<file path="src/rtl/screen_entry_fetcher_pkg.sv">
// screen_entry_fetcher_pkg: shared BG screen-entry types, FSM states and text-entry field positions.
package screen_entry_fetcher_pkg;
  typedef enum logic [1:0] {IDLE, REQ, WAIT, HOLD} state_t;
  localparam int TILE_LSB  = 0;
  localparam int TILE_MSB  = 9;
  localparam int HFLIP_BIT = 10;
  localparam int VFLIP_BIT = 11;
  localparam int PAL_LSB   = 12;
  localparam int PAL_MSB   = 15;
  typedef struct packed {
    logic [9:0] tile;
    logic       hflip;
    logic       vflip;
    logic [3:0] palette;
  } screen_entry_t;
endpackage

</file>
<file path="src/rtl/screen_entry_decoder.sv">
// screen_entry_decoder: decodes a VRAM halfword into a text (16-bit) or rotation (8-bit) screen entry.
module screen_entry_decoder
  import screen_entry_fetcher_pkg::*;
(
  input  logic [15:0]   rdata,
  input  logic          rotate,
  input  logic          byte_sel,
  output screen_entry_t entry
);
  logic [7:0] b;
  always_comb begin
    b = byte_sel ? rdata[15:8] : rdata[7:0];
    entry.tile = rotate ? {2'b00, b} : rdata[TILE_MSB:TILE_LSB];
    entry.hflip = !rotate && rdata[HFLIP_BIT];
    entry.vflip = !rotate && rdata[VFLIP_BIT];
    entry.palette = rotate ? 4'h0 : rdata[PAL_MSB:PAL_LSB];
  end
endmodule

</file>
<file path="src/rtl/screen_entry_fetcher.sv">
// screen_entry_fetcher: fetches one screen-map entry through the VRAM arbiter and hands it downstream.
// Optional one-entry cache enabled by SCREEN_ENTRY_CACHE_EN.
module screen_entry_fetcher
  import screen_entry_fetcher_pkg::*;
#(
  parameter int ADDR_W = 16,
  parameter int TILE_W = 10
) (
  input  logic              clock,
  input  logic              reset_n,
  input  logic              req_valid,
  output logic              req_ready,
  input  logic [ADDR_W-1:0] req_addr,
  input  logic              req_rotate,
  input  logic              cache_inv,
  output logic              vram_rd_en,
  output logic [ADDR_W-1:0] vram_addr,
  input  logic              vram_gnt,
  input  logic              vram_rvalid,
  input  logic [15:0]       vram_rdata,
  output logic              out_valid,
  input  logic              out_ready,
  output logic [TILE_W-1:0] out_tile_num,
  output logic              out_hflip,
  output logic              out_vflip,
  output logic [3:0]        out_palette
);
  state_t state, next;
  logic [ADDR_W-1:0] addr;
  logic rotate;
  logic [15:0] data;
  logic hit;
  screen_entry_t entry;

`ifdef SCREEN_ENTRY_CACHE_EN
  // data always holds the last completed read, so only the tag needs storing
  logic [ADDR_W-2:0] c_addr;
  logic c_valid;
  assign hit = c_valid && !cache_inv && c_addr == req_addr[ADDR_W-1:1];
  always_ff @(posedge clock or negedge reset_n) begin
    if (!reset_n) begin
      c_addr <= '0;
      c_valid <= 1'b0;
    end else if (cache_inv) begin
      c_valid <= 1'b0;
    end else if (state == WAIT && vram_rvalid) begin
      c_addr <= addr[ADDR_W-1:1];
      c_valid <= 1'b1;
    end
  end
`else
  logic unused_inv;
  assign unused_inv = cache_inv;
  assign hit = 1'b0;
`endif

  always_ff @(posedge clock or negedge reset_n) begin
    if (!reset_n) begin
      state <= IDLE;
      addr <= '0;
      rotate <= 1'b0;
      data <= '0;
    end else begin
      state <= next;
      if (state == IDLE && req_valid) begin
        addr <= req_addr;
        rotate <= req_rotate;
      end
      if (state == WAIT && vram_rvalid) data <= vram_rdata;
    end
  end

  always_comb begin
    next = state;
    unique case (state)
      IDLE:    next = req_valid ? (hit ? HOLD : REQ) : IDLE;
      REQ:     next = vram_gnt ? WAIT : REQ;
      WAIT:    next = vram_rvalid ? HOLD : WAIT;
      default: next = out_ready ? IDLE : HOLD;
    endcase
  end

  screen_entry_decoder u_dec (
    .rdata    (data),
    .rotate   (rotate),
    .byte_sel (addr[0]),
    .entry    (entry)
  );

  assign req_ready = state == IDLE;
  assign vram_rd_en = state == REQ;
  assign vram_addr = {addr[ADDR_W-1:1], 1'b0};
  assign out_valid = state == HOLD;
  assign out_tile_num = out_valid ? TILE_W'(entry.tile) : '0;
  assign out_hflip = out_valid && entry.hflip;
  assign out_vflip = out_valid && entry.vflip;
  assign out_palette = out_valid ? entry.palette : 4'h0;
endmodule

</file>
<file path="config.mk">
export PLATFORM = sky130hd
export DESIGN_NAME = screen_entry_fetcher
export DESIGN_NICKNAME = d
export VERILOG_FILES = /design/src/rtl/screen_entry_fetcher_pkg.sv /design/src/rtl/screen_entry_decoder.sv /design/src/rtl/screen_entry_fetcher.sv
export SDC_FILE = /design/constraint.sdc
export NUM_CORES = 1
export LEC_CHECK = 0
export ABC_AREA = 1
export CORE_MARGIN = 1
export CORE_UTILIZATION = 41
export CTS_BUF_LIST = sky130_fd_sc_hd__clkbuf_16
export DETAILED_ROUTE_END_ITERATION = 12
export GPL_ROUTABILITY_DRIVEN = 1
export PLACE_DENSITY = 0.82
export SLEW_MARGIN = 20
export SYNTH_ARGS = -nofsm -noshare
export SYNTH_HDL_FRONTEND = slang
export SYNTH_SLANG_ARGS = --single-unit
</file>
<file path="constraint.sdc">
create_clock -name clock -period 1.56 [get_ports clock]
set_clock_uncertainty 0.15 [all_clocks]
set_input_delay 0.156 -clock clock [delete_from_list [all_inputs] [get_ports clock]]
set_output_delay 0.156 -clock clock [all_outputs]
set_load 0.1 [all_outputs]
</file>
==> results of run 1 <==
[cells in the final DEF, fill, tap and decap left out, drive strengths merged]
master,netlist,routed
clkbuf,1,5
clkinvlp,0,1
inv,21,23
dfrtp,35,35
nand3,19,19
clkinv,0,1
conb,1,1
nor2,26,26
a21oi,2,2
clkdlybuf4s50,0,37
dlygate4sd3,0,1
buf,9,49
nand4,1,1
o21ai,24,24
nand2,62,63
[registers in the layout, summed over array words and instances, names as in the netlist]
signal,flops
addr,16
data,16
state,2
rotate,1
[area by class of cell]
| type | count | area [sq um] |
|---|---|---|
| clock buffer | 5 | 125 |
| tap | 48 | 60.1 |
| timing repair buffer | 87 | 1200 |
| timing repair inverter | 1 | 7.51 |
| clock inverter | 3 | 12.5 |
| multi-input combinational | 136 | 797 |
| inverter | 21 | 88.8 |
| sequential | 35 | 880 |
| fill | 209 | 549 |
[stage by stage]
| step | std cells | setup WS (ns) | setup TNS (ns) | hold slack (ns) | area [sq um] |
|---|---|---|---|---|---|
| 5_1_grt | 336 | -0.158 | -2.31 | 0.270 | 3170 |
| 2_1_floorplan | 201 | -0.167 | -1.66 | -0.290 | 1760 |
| 3_5_place_dp | 320 | 0.00933 | 0 | -0.0284 | 2880 |
| 4_1_cts | 334 | -0.0981 | -1.24 | 0.223 | 3120 |
| 6_report | 336 | -0.108 | -1.23 | 0.231 | 3170 |
| 3_3_place_gp | 320 | 0.0668 | 0 | -0.0324 | 2880 |
[worst max-delay path: stages (launching register included)]
cell and delay (ns):
dfrtp_1 0.40, nand2_4 0.09, inv_4 0.11, buf_4 0.15, nand2_4 0.05, nor2_4 0.12, buf_12 0.18
[routing by layer]
metal	vias to the layer above	part of all wire (%)
met3	4	5.8
met2	67	55
met4	0	0.94
met5	-	0
met1	795	39
li1	796	-
[final timing paths]
kind / end / start / cells after the start
worst max-delay path: out_palette[0] / state[0] / 6
worst min-delay path: data[5] / reset_n / 2
worst max register to register: addr[12] / state[1] / 7
worst min register to register: data[5] / data[5] / 2
max in group asynchronous: addr[0] / reset_n / 3
min in group clock: data[10] / vram_rdata[10] / 3
[cell families (layout without fill, tap and decap cells)]
logic type / after synthesis / after routing / synth area share (%)
buffers and inverters: 31 / 117 / 9.10
AOI/OAI and AO/OA: 26 / 26 / 8.09
other: 1 / 1 / 0.233
and+or+nand+nor: 108 / 109 / 28.1
DFF: 35 / 35 / 54.5
[timing repair]
item                       CTS  global route
hold buffers                 1             0
setup buffers                4             1
pin swaps                    4             4
setup endpoints to repair   18            19
hold endpoints to repair    19             0
gates cloned                 1             1
gates resized for setup     26             9
==> metrics.txt, run 1 <==
# TYPE chip_impl_metric gauge
chip_impl_metric{name="grt_antenna_before_repair",unit=""} 0
chip_impl_metric{name="syn-cell-area",unit="sq um"} 1610
chip_impl_metric{name="grt_util_all_layers",unit="%"} 25.7
chip_impl_metric{name="post_drt_via_cell_ratio",unit=""} 4.95
chip_impl_metric{name="timing_max_transition_violations_final",unit=""} 0
chip_impl_info{name="synthTopCellsByArea",value="dfrtp_1, nand2_1, o21ai_0"} 1
chip_impl_metric{name="grt_first_pass_wirelength",unit="um"} 7930
chip_impl_metric{name="cts-root-to-sink-buffers",unit=""} 2
chip_impl_metric{name="timing.final.crit_share",unit="%"} 107
chip_impl_metric{name="async_reset_ff_share",unit="%"} 100
chip_impl_metric{name="worst_setup_hold_path_clk_slew",unit="ns"} 0.05
chip_impl_metric{name="globalRouteMet2Util",unit="%"} 45.5
chip_impl_metric{name="grt_start_max_net_pins",unit=""} 29
chip_impl_metric{name="synth_seq_cells",unit=""} 35
chip_impl_metric{name="detailedRoute.firstPassIterationCount",unit=""} 4
chip_impl_metric{name="setup_ws",unit="ns"} -0.108
chip_impl_info{name="setup.worst_path.class",value="flop to output port"} 1
chip_impl_info{name="clk_root_buf",value="clkbuf_16"} 1
chip_impl_metric{name="die_x",unit="um"} 64.6
chip_impl_metric{name="groute.layer.met3.usage",unit="%"} 7.92
chip_impl_metric{name="worst_path_arrival_time",unit="ns"} 1.36
chip_impl_metric{name="cts-buffers-inserted",unit=""} 5
chip_impl_metric{name="synth_edf_count",unit=""} 0
chip_impl_metric{name="wl_per_cell",unit="um"} 14.9
chip_impl_metric{name="synth_sequential_area_ratio",unit="%"} 54.5
chip_impl_metric{name="clk_latency",unit="ns"} 0.27
chip_impl_info{name="setup.worst_path.end_class",value="output port"} 1
chip_impl_metric{name="die-area",unit="sq um"} 4180
chip_impl_info{name="clock_tree_from_tritoncts",value="yes"} 1
chip_impl_info{name="holdCritPathClass",value="input pin to asynchronous set/reset pin"} 1
chip_impl_metric{name="setup_viol",unit=""} 18
chip_impl_info{name="setup.worst_path.start_class",value="flop"} 1
chip_impl_metric{name="timing.final.crit_period",unit="ns"} 1.67
chip_impl_metric{name="cp_max_fo",unit=""} 9
chip_impl_metric{name="clock.fmax",unit="MHz"} 600
chip_impl_info{name="post-synth-top-area-cell",value="dfrtp_1"} 1
chip_impl_info{name="yosys_most_used_dff",value="dfrtp_1"} 1
chip_impl_metric{name="totalWireLength",unit="um"} 5010
chip_impl_info{name="violations",value="setup timing"} 1
chip_impl_metric{name="finalCoreUtilization",unit="%"} 85.2
chip_impl_info{name="grt_setup_unrepaired",value="yes"} 1
chip_impl_metric{name="ios",unit=""} 75
chip_impl_metric{name="count_of_warnings_emitted_by_yosys",unit=""} 0
chip_impl_metric{name="route.vias.total",unit=""} 1662
chip_impl_metric{name="synth_largest_type_area_fraction",unit="%"} 54.5
chip_impl_metric{name="met1_usage_in_global_routing",unit="%"} 29.7
chip_impl_metric{name="drt_iter0_markers",unit=""} 79
chip_impl_metric{name="route.detailed.drc",unit=""} 0
chip_impl_metric{name="yosysUniqueCellTypes",unit=""} 17
chip_impl_metric{name="r2r_slack",unit="ns"} 0.05
chip_impl_metric{name="maxCapViolations",unit=""} 0
chip_impl_info{name="synth_common_cells",value="nand2_1, dfrtp_1, nor2_1, o21ai_0, inv_1"} 1
chip_impl_metric{name="layout_cells_sized_above_1",unit="%"} 34.4
chip_impl_metric{name="syn_to_final_growth",unit="%"} 97.0
chip_impl_metric{name="core_area",unit="sq um"} 3720
chip_impl_metric{name="hold_viol_final",unit=""} 0
chip_impl_metric{name="fin_nets",unit=""} 327
chip_impl_metric{name="antenna_left",unit=""} 0
chip_impl_metric{name="synth.net_count",unit=""} 241
chip_impl_metric{name="post_synth.cell_area_avg",unit="sq um"} 8.00
chip_impl_info{name="post-synth-top-count-cell",value="nand2_1"} 1
chip_impl_metric{name="finalWeightedCongestion",unit=""} 0.806
chip_impl_metric{name="die_y",unit="um"} 64.6
chip_impl_metric{name="port_buffers",unit=""} 72
chip_impl_info{name="run_status",value="finished with violations"} 1
chip_impl_metric{name="netlist_instances",unit=""} 201
chip_impl_metric{name="htree_levels",unit=""} 2
chip_impl_metric{name="worst-endpoint-required",unit="ns"} 1.25
chip_impl_metric{name="std_cell_rows",unit=""} 22
chip_impl_info{name="gr-max-usage-layer",value="met2"} 1
chip_impl_metric{name="cts_sinks",unit=""} 35
chip_impl_metric{name="detailed_place_hpwl",unit="um"} 3260
chip_impl_metric{name="initial_standard_cell_utilization_of_the_core",unit="%"} 43.3
chip_impl_metric{name="overflow_left_after_global_routing",unit=""} 0
chip_impl_metric{name="antenna_cells",unit=""} 0
chip_impl_metric{name="first_global_vias",unit=""} 1641
Power of run 1 is left out: the tool's default activity adds up to more than one toggle a clock period on the data nets, which glitch-free logic cannot reach.
==> run 2, diff against run 1 <==
--- a/config.mk
+++ b/config.mk
@@ -6,7 +6,8 @@
 export NUM_CORES = 1
 export LEC_CHECK = 0
 export ABC_AREA = 1
-export CORE_MARGIN = 1
+export ABC_CLOCK_PERIOD_IN_PS = 1560
+export CORE_MARGIN = 1.5
 export CORE_UTILIZATION = 41
 export CTS_BUF_LIST = sky130_fd_sc_hd__clkbuf_16
 export DETAILED_ROUTE_END_ITERATION = 12
==> run 2 against run 1 <==
- the flow still finishes with violations (setup timing)
- core utilization up 2.0 points
- global-route usage down 1.8 points
- final cell count up 1.2%
- register-to-register slack better by 0.08 ns
- worst setup slack worse by 0.016 ns
- non-clock buffer count up 4
- critical path type unchanged
- critical endpoint is now out_palette[3]
==> metrics.txt, run 2 (same netlist as run 1, synthesis figures left out) <==
# TYPE chip_impl_metric gauge
chip_impl_metric{name="maxCapViolations",unit=""} 0
chip_impl_metric{name="cp_max_fo",unit=""} 8
chip_impl_metric{name="wl_per_cell",unit="um"} 15.4
chip_impl_metric{name="antenna_left",unit=""} 0
chip_impl_info{name="run_status",value="finished with violations"} 1
chip_impl_info{name="path_cells",value="nand2_4 -> inv_8 -> buf_6 -> nand2_1 -> nor2_4 -> buf_12"} 1
chip_impl_metric{name="ios",unit=""} 75
chip_impl_metric{name="post_drt_via_cell_ratio",unit=""} 4.96
chip_impl_metric{name="clock.fmax",unit="MHz"} 594
chip_impl_metric{name="layout_cells_sized_above_1",unit="%"} 34.6
chip_impl_metric{name="finish.cell_count_without_fillers",unit=""} 340
chip_impl_metric{name="totalWireLength",unit="um"} 5230
chip_impl_metric{name="timing_max_transition_violations_final",unit=""} 0
chip_impl_metric{name="first_global_vias",unit=""} 1650
chip_impl_metric{name="setup_viol",unit=""} 18
chip_impl_metric{name="finalWeightedCongestion",unit=""} 0.746
chip_impl_metric{name="detailed_place_hpwl",unit="um"} 3340
chip_impl_metric{name="die-area",unit="sq um"} 4310
chip_impl_metric{name="initial_standard_cell_utilization_of_the_core",unit="%"} 43.3
chip_impl_info{name="worst_path_max_delay_cell",value="dfrtp_1"} 1
chip_impl_info{name="highest_layer",value="met4"} 1
chip_impl_info{name="holdCritPathClass",value="input pin to asynchronous set/reset pin"} 1
chip_impl_metric{name="route.vias.total",unit=""} 1687
chip_impl_metric{name="number_of_instances_in_the_placed_design",unit=""} 322
chip_impl_metric{name="overflow_left_after_global_routing",unit=""} 0
chip_impl_metric{name="maximum_single_stage_delay_on_the_critical_path",unit="ns"} 0.40
chip_impl_metric{name="port_buffers",unit=""} 72
chip_impl_info{name="violations",value="setup timing"} 1
chip_impl_metric{name="multi_input_comb_area",unit="sq um"} 818
chip_impl_metric{name="worst-endpoint-required",unit="ns"} 1.25
chip_impl_metric{name="cts_sinks",unit=""} 35
chip_impl_metric{name="antenna_cells",unit=""} 0
chip_impl_metric{name="cts-root-to-sink-buffers",unit=""} 2
chip_impl_metric{name="grt_first_pass_wirelength",unit="um"} 7620
chip_impl_metric{name="totalNegativeSetupSlack",unit="ns"} -1.16
chip_impl_info{name="setup.worst_path.end_class",value="output port"} 1
chip_impl_metric{name="whs",unit="ns"} 0.175
chip_impl_metric{name="worst_setup_hold_path_clk_slew",unit="ns"} 0.05
chip_impl_metric{name="layout.filler_cells",unit=""} 182
chip_impl_metric{name="pre_cts_slack",unit="ns"} 0.0664
chip_impl_metric{name="grt_util_all_layers",unit="%"} 23.9
chip_impl_metric{name="grt_start_max_net_pins",unit=""} 34
chip_impl_metric{name="grt_antenna_before_repair",unit=""} 0
chip_impl_metric{name="worst_path_arrival_time",unit="ns"} 1.38
chip_impl_info{name="setup.worst_path.class",value="flop to output port"} 1
chip_impl_metric{name="timing.final.crit_period",unit="ns"} 1.68
chip_impl_info{name="grt_setup_unrepaired",value="yes"} 1
chip_impl_metric{name="syn_to_final_growth",unit="%"} 101
chip_impl_info{name="layout_top_registers",value="addr: 16 flops, data: 16 flops, state: 2 flops"} 1
chip_impl_metric{name="core_area",unit="sq um"} 3720
chip_impl_metric{name="met1_wl",unit="um"} 1910
chip_impl_metric{name="route.detailed.drc",unit=""} 0
chip_impl_metric{name="hold_viol_final",unit=""} 0
chip_impl_info{name="top_library_cells_by_usage_in_the_layout_fill_and_taps_aside",value="nand2_1, clkdlybuf4s50_1, buf_12"} 1
chip_impl_metric{name="std_cell_rows",unit=""} 22
chip_impl_metric{name="drt_iter0_markers",unit=""} 88
chip_impl_info{name="clock_tree_from_tritoncts",value="yes"} 1
chip_impl_info{name="critPathTopFamily",value="flip-flops"} 1
chip_impl_metric{name="cts-buffers-inserted",unit=""} 5
chip_impl_metric{name="layout.area.seq",unit="sq um"} 880
chip_impl_metric{name="detailedRoute.firstPassIterationCount",unit=""} 4
chip_impl_metric{name="clk_latency",unit="ns"} 0.27
chip_impl_info{name="clk_root_buf",value="clkbuf_16"} 1
chip_impl_metric{name="timing.final.crit_share",unit="%"} 108
chip_impl_metric{name="htree_levels",unit=""} 2
chip_impl_metric{name="fin_nets",unit=""} 331
chip_impl_metric{name="detailroute.wirelength.met3",unit="um"} 469
chip_impl_metric{name="routed_wl_met2",unit="um"} 2760
chip_impl_metric{name="die_x",unit="um"} 65.6
chip_impl_metric{name="critical_path_buf_inv_count",unit=""} 3
chip_impl_info{name="setup.worst_path.start_class",value="flop"} 1
chip_impl_info{name="final_common_cell",value="nand2_1"} 1
chip_impl_metric{name="setup_ws",unit="ns"} -0.124
chip_impl_metric{name="r2r_slack",unit="ns"} 0.13
chip_impl_metric{name="die_y",unit="um"} 65.6
run 2: worst register-to-register path, cell delays in order (launching register included):
cell	delay, ns
dfrtp_1	0.41
buf_4	0.17
inv_1	0.12
nand3_2	0.10
buf_12	0.18
o21ai_0	0.20
run 2: final timing paths:
path                        startpoint             end  cells past startpoint
max                           state[0]  out_palette[3]                      6
min                            reset_n         addr[4]                      2
max reg2reg                   state[0]         data[5]                      5
min reg2reg                    data[0]         data[0]                      2
max in group asynchronous      reset_n        data[15]                      3
min in group clock         req_addr[0]         addr[0]                      3
run 2: final cells by class:
class / instances / share of cell area, %
Clock buffer: 5 / 3.86
Clock inverter: 3 / 0.348
Inverter: 21 / 2.90
Multi-Input combinational cell: 136 / 25.3
Sequential cell: 35 / 27.2
Tap cell: 48 / 1.85
Timing Repair Buffer: 91 / 38.4
Timing Repair inverter: 1 / 0.193
run 2: metrics by stage:
| step | utilization (%) | area [sq um] |
|---|---|---|
| floorplan | - | 1760 |
| global placement | 78.0 | 2900 |
| detailed placement | 78.0 | 2900 |
| CTS | 83.1 | 3090 |
| global route | 87.2 | 3240 |
| finish | 87.2 | 3240 |
run 2: what timing repair did:
item | in CTS | in global routing
setup buffers | 2 | 5
resized for setup | 10 | 38
cloned | 0 | 2
setup endpoints to repair | 18 | 18
hold buffers | 1 | 0
endpoints found under the hold margin | 35 | 0
pin swaps | 1 | 7
run 2: routing by layer:
metal  track usage (%)  vias to the layer above
li1                  -                      805
met1              25.4                      795
met2              41.5                       79
met3              10.6                        8
met4              8.59                        0
met5                 0                        -
Power of run 2 is left out for the same reason.
==> run 3, diff against run 2 <==
--- a/config.mk
+++ b/config.mk
@@ -10,9 +10,11 @@
 export CORE_MARGIN = 1.5
 export CORE_UTILIZATION = 41
 export CTS_BUF_LIST = sky130_fd_sc_hd__clkbuf_16
+export CTS_CLUSTER_DIAMETER = 100
 export DETAILED_ROUTE_END_ITERATION = 12
 export GPL_ROUTABILITY_DRIVEN = 1
 export PLACE_DENSITY = 0.82
+export SKIP_LAST_GASP = 1
 export SLEW_MARGIN = 20
 export SYNTH_ARGS = -nofsm -noshare
 export SYNTH_HDL_FRONTEND = slang
==> run 3 against run 2 <==
- the flow still finishes with violations (setup timing)
- via count is 1.9% higher
- global-route usage stayed put
- count of clock-buffer cells in the layout stayed put
- worst hold slack worse by 0.0067 ns
- non-clock buffer count stayed put
- flip-flop and latch count stayed put
- fmax is 0.28% higher
- largest cell class unchanged
- cell area is 0.31% lower
==> metrics.txt, run 3 (same netlist as run 1, synthesis figures left out) <==
# TYPE chip_impl_metric gauge
chip_impl_info{name="run_status",value="finished with violations"} 1
chip_impl_info{name="violations",value="setup timing"} 1
chip_impl_info{name="worst_path_max_delay_cell",value="dfrtp_1"} 1
chip_impl_info{name="gr-max-usage-layer",value="met2"} 1
chip_impl_metric{name="clk_latency",unit="ns"} 0.27
chip_impl_metric{name="worst_path_arrival_time",unit="ns"} 1.37
chip_impl_metric{name="cp_max_fo",unit=""} 8
chip_impl_metric{name="grt_first_pass_wirelength",unit="um"} 7620
chip_impl_metric{name="multi_input_comb_area",unit="sq um"} 808
chip_impl_info{name="clock_tree_from_tritoncts",value="yes"} 1
chip_impl_metric{name="clock.fmax",unit="MHz"} 595
chip_impl_metric{name="htree_levels",unit=""} 2
chip_impl_metric{name="globalRouteMet2Util",unit="%"} 41.5
chip_impl_metric{name="cts-root-to-sink-buffers",unit=""} 2
chip_impl_info{name="holdCritPathClass",value="input pin to asynchronous set/reset pin"} 1
chip_impl_info{name="top_library_cells_by_usage_in_the_layout_fill_and_taps_aside",value="nand2_1, clkdlybuf4s50_1, buf_12"} 1
chip_impl_metric{name="r2r_slack",unit="ns"} 0.15
chip_impl_metric{name="maxCapViolations",unit=""} 0
chip_impl_metric{name="die-area",unit="sq um"} 4310
chip_impl_metric{name="initial_standard_cell_utilization_of_the_core",unit="%"} 43.3
chip_impl_metric{name="worst-endpoint-required",unit="ns"} 1.25
chip_impl_info{name="setup.worst_path.start_class",value="flop"} 1
chip_impl_metric{name="layout.filler_cells",unit=""} 183
chip_impl_metric{name="layout.area.seq",unit="sq um"} 880
chip_impl_metric{name="drt_iter0_markers",unit=""} 64
chip_impl_metric{name="number_of_instances_in_the_placed_design",unit=""} 322
chip_impl_metric{name="core_area",unit="sq um"} 3720
chip_impl_metric{name="port_buffers",unit=""} 72
chip_impl_metric{name="detailed_place_hpwl",unit="um"} 3340
chip_impl_info{name="grt_setup_unrepaired",value="yes"} 1
chip_impl_metric{name="ios",unit=""} 75
chip_impl_metric{name="totalNegativeSetupSlack",unit="ns"} -1.12
chip_impl_metric{name="groute.layer.met3.usage",unit="%"} 10.6
chip_impl_metric{name="met1_usage_in_global_routing",unit="%"} 25.4
chip_impl_metric{name="route.detailed.drc",unit=""} 0
chip_impl_metric{name="totalWireLength",unit="um"} 5200
chip_impl_metric{name="grt_util_all_layers",unit="%"} 23.9
chip_impl_metric{name="overflow_left_after_global_routing",unit=""} 0
chip_impl_metric{name="pre_cts_slack",unit="ns"} 0.0664
chip_impl_metric{name="wl_per_cell",unit="um"} 15.3
chip_impl_metric{name="setup_ws",unit="ns"} -0.119
chip_impl_metric{name="maximum_single_stage_delay_on_the_critical_path",unit="ns"} 0.40
chip_impl_metric{name="first_global_vias",unit=""} 1650
chip_impl_info{name="setup.worst_path.end_class",value="output port"} 1
chip_impl_info{name="critPathTopFamily",value="flip-flops"} 1
chip_impl_metric{name="post_drt_via_cell_ratio",unit=""} 5.06
chip_impl_info{name="clk_root_buf",value="clkbuf_16"} 1
chip_impl_metric{name="timing_max_transition_violations_final",unit=""} 0
chip_impl_metric{name="die_x",unit="um"} 65.6
chip_impl_metric{name="std_cell_rows",unit=""} 22
chip_impl_metric{name="grt_start_max_net_pins",unit=""} 34
chip_impl_metric{name="route.vias.total",unit=""} 1719
chip_impl_metric{name="antenna_cells",unit=""} 0
chip_impl_metric{name="antenna_left",unit=""} 0
chip_impl_metric{name="finish.cell_count_without_fillers",unit=""} 340
chip_impl_metric{name="detailedRoute.firstPassIterationCount",unit=""} 4
chip_impl_metric{name="whs",unit="ns"} 0.168
chip_impl_metric{name="cts_sinks",unit=""} 35
chip_impl_metric{name="fin_nets",unit=""} 331
chip_impl_info{name="path_cells",value="nand2_4 -> inv_8 -> buf_6 -> nand2_1 -> nor2_4 -> buf_12"} 1
chip_impl_metric{name="worst_setup_hold_path_clk_slew",unit="ns"} 0.05
chip_impl_metric{name="timing.final.crit_share",unit="%"} 108
chip_impl_info{name="final_common_cell",value="nand2_1"} 1
chip_impl_metric{name="setup_viol",unit=""} 19
chip_impl_metric{name="layout_cells_sized_above_1",unit="%"} 34.6
chip_impl_metric{name="die_y",unit="um"} 65.6
chip_impl_info{name="layout_top_registers",value="addr: 16 flops, data: 16 flops, state: 2 flops"} 1
chip_impl_metric{name="grt_antenna_before_repair",unit=""} 0
chip_impl_metric{name="hold_viol_final",unit=""} 0
chip_impl_metric{name="critical_path_buf_inv_count",unit=""} 3
chip_impl_metric{name="timing.final.crit_period",unit="ns"} 1.68
chip_impl_info{name="setup.worst_path.class",value="flop to output port"} 1
chip_impl_metric{name="finalWeightedCongestion",unit=""} 0.746
chip_impl_metric{name="cts-buffers-inserted",unit=""} 5
chip_impl_metric{name="syn_to_final_growth",unit="%"} 101
==> run 3: cell types whose count changed in the layout (fill, tap and decap cells not counted) <==
cell,delta
nor2_2,+2
nor2_4,-2
==> run 3: cell type report <==
cell class | count | share of cell area [%]
timing repair inverter | 1 | 0.194
tap | 48 | 1.86
clock buffer | 5 | 3.87
timing repair buffer | 91 | 38.6
inverter | 21 | 2.91
clock inverter | 3 | 0.349
sequential | 35 | 27.2
multi-input combinational | 136 | 25.0
==> run 3: per-stage QoR <==
stage	instance area, sq um	utilization (%)
finish	3230	86.9
global route	3230	86.9
CTS	3090	83.1
detailed placement	2900	78.0
global placement	2900	78.0
floorplan	1760	-
==> run 3: metal layers <==
layer  share of wire [%]  up-vias
met2                  53       84
met4                 2.2        0
met5                   0        -
met1                  35      811
met3                 9.6       16
li1                    -      808
==> run 3: timing repair <==
| item | in CTS | in global routing |
|---|---|---|
| cloned | 0 | 2 |
| setup buffers | 2 | 5 |
| setup endpoints to repair | 18 | 18 |
| pin swaps | 1 | 7 |
| hold buffers | 1 | 0 |
| gates resized for setup | 10 | 36 |
| endpoints found under the hold margin | 35 | 0 |
==> run 3: worst paths after layout <==
kind,depth (start not counted),endpoint,start
worst max-delay path,6,out_palette[3],state[0]
worst min-delay path,2,addr[4],reset_n
worst max register to register,5,data[5],state[0]
worst min register to register,2,data[2],data[2]
max in group asynchronous,3,data[6],reset_n
min in group clock,3,addr[0],req_addr[0]
Power of run 3 is left out for the same reason.
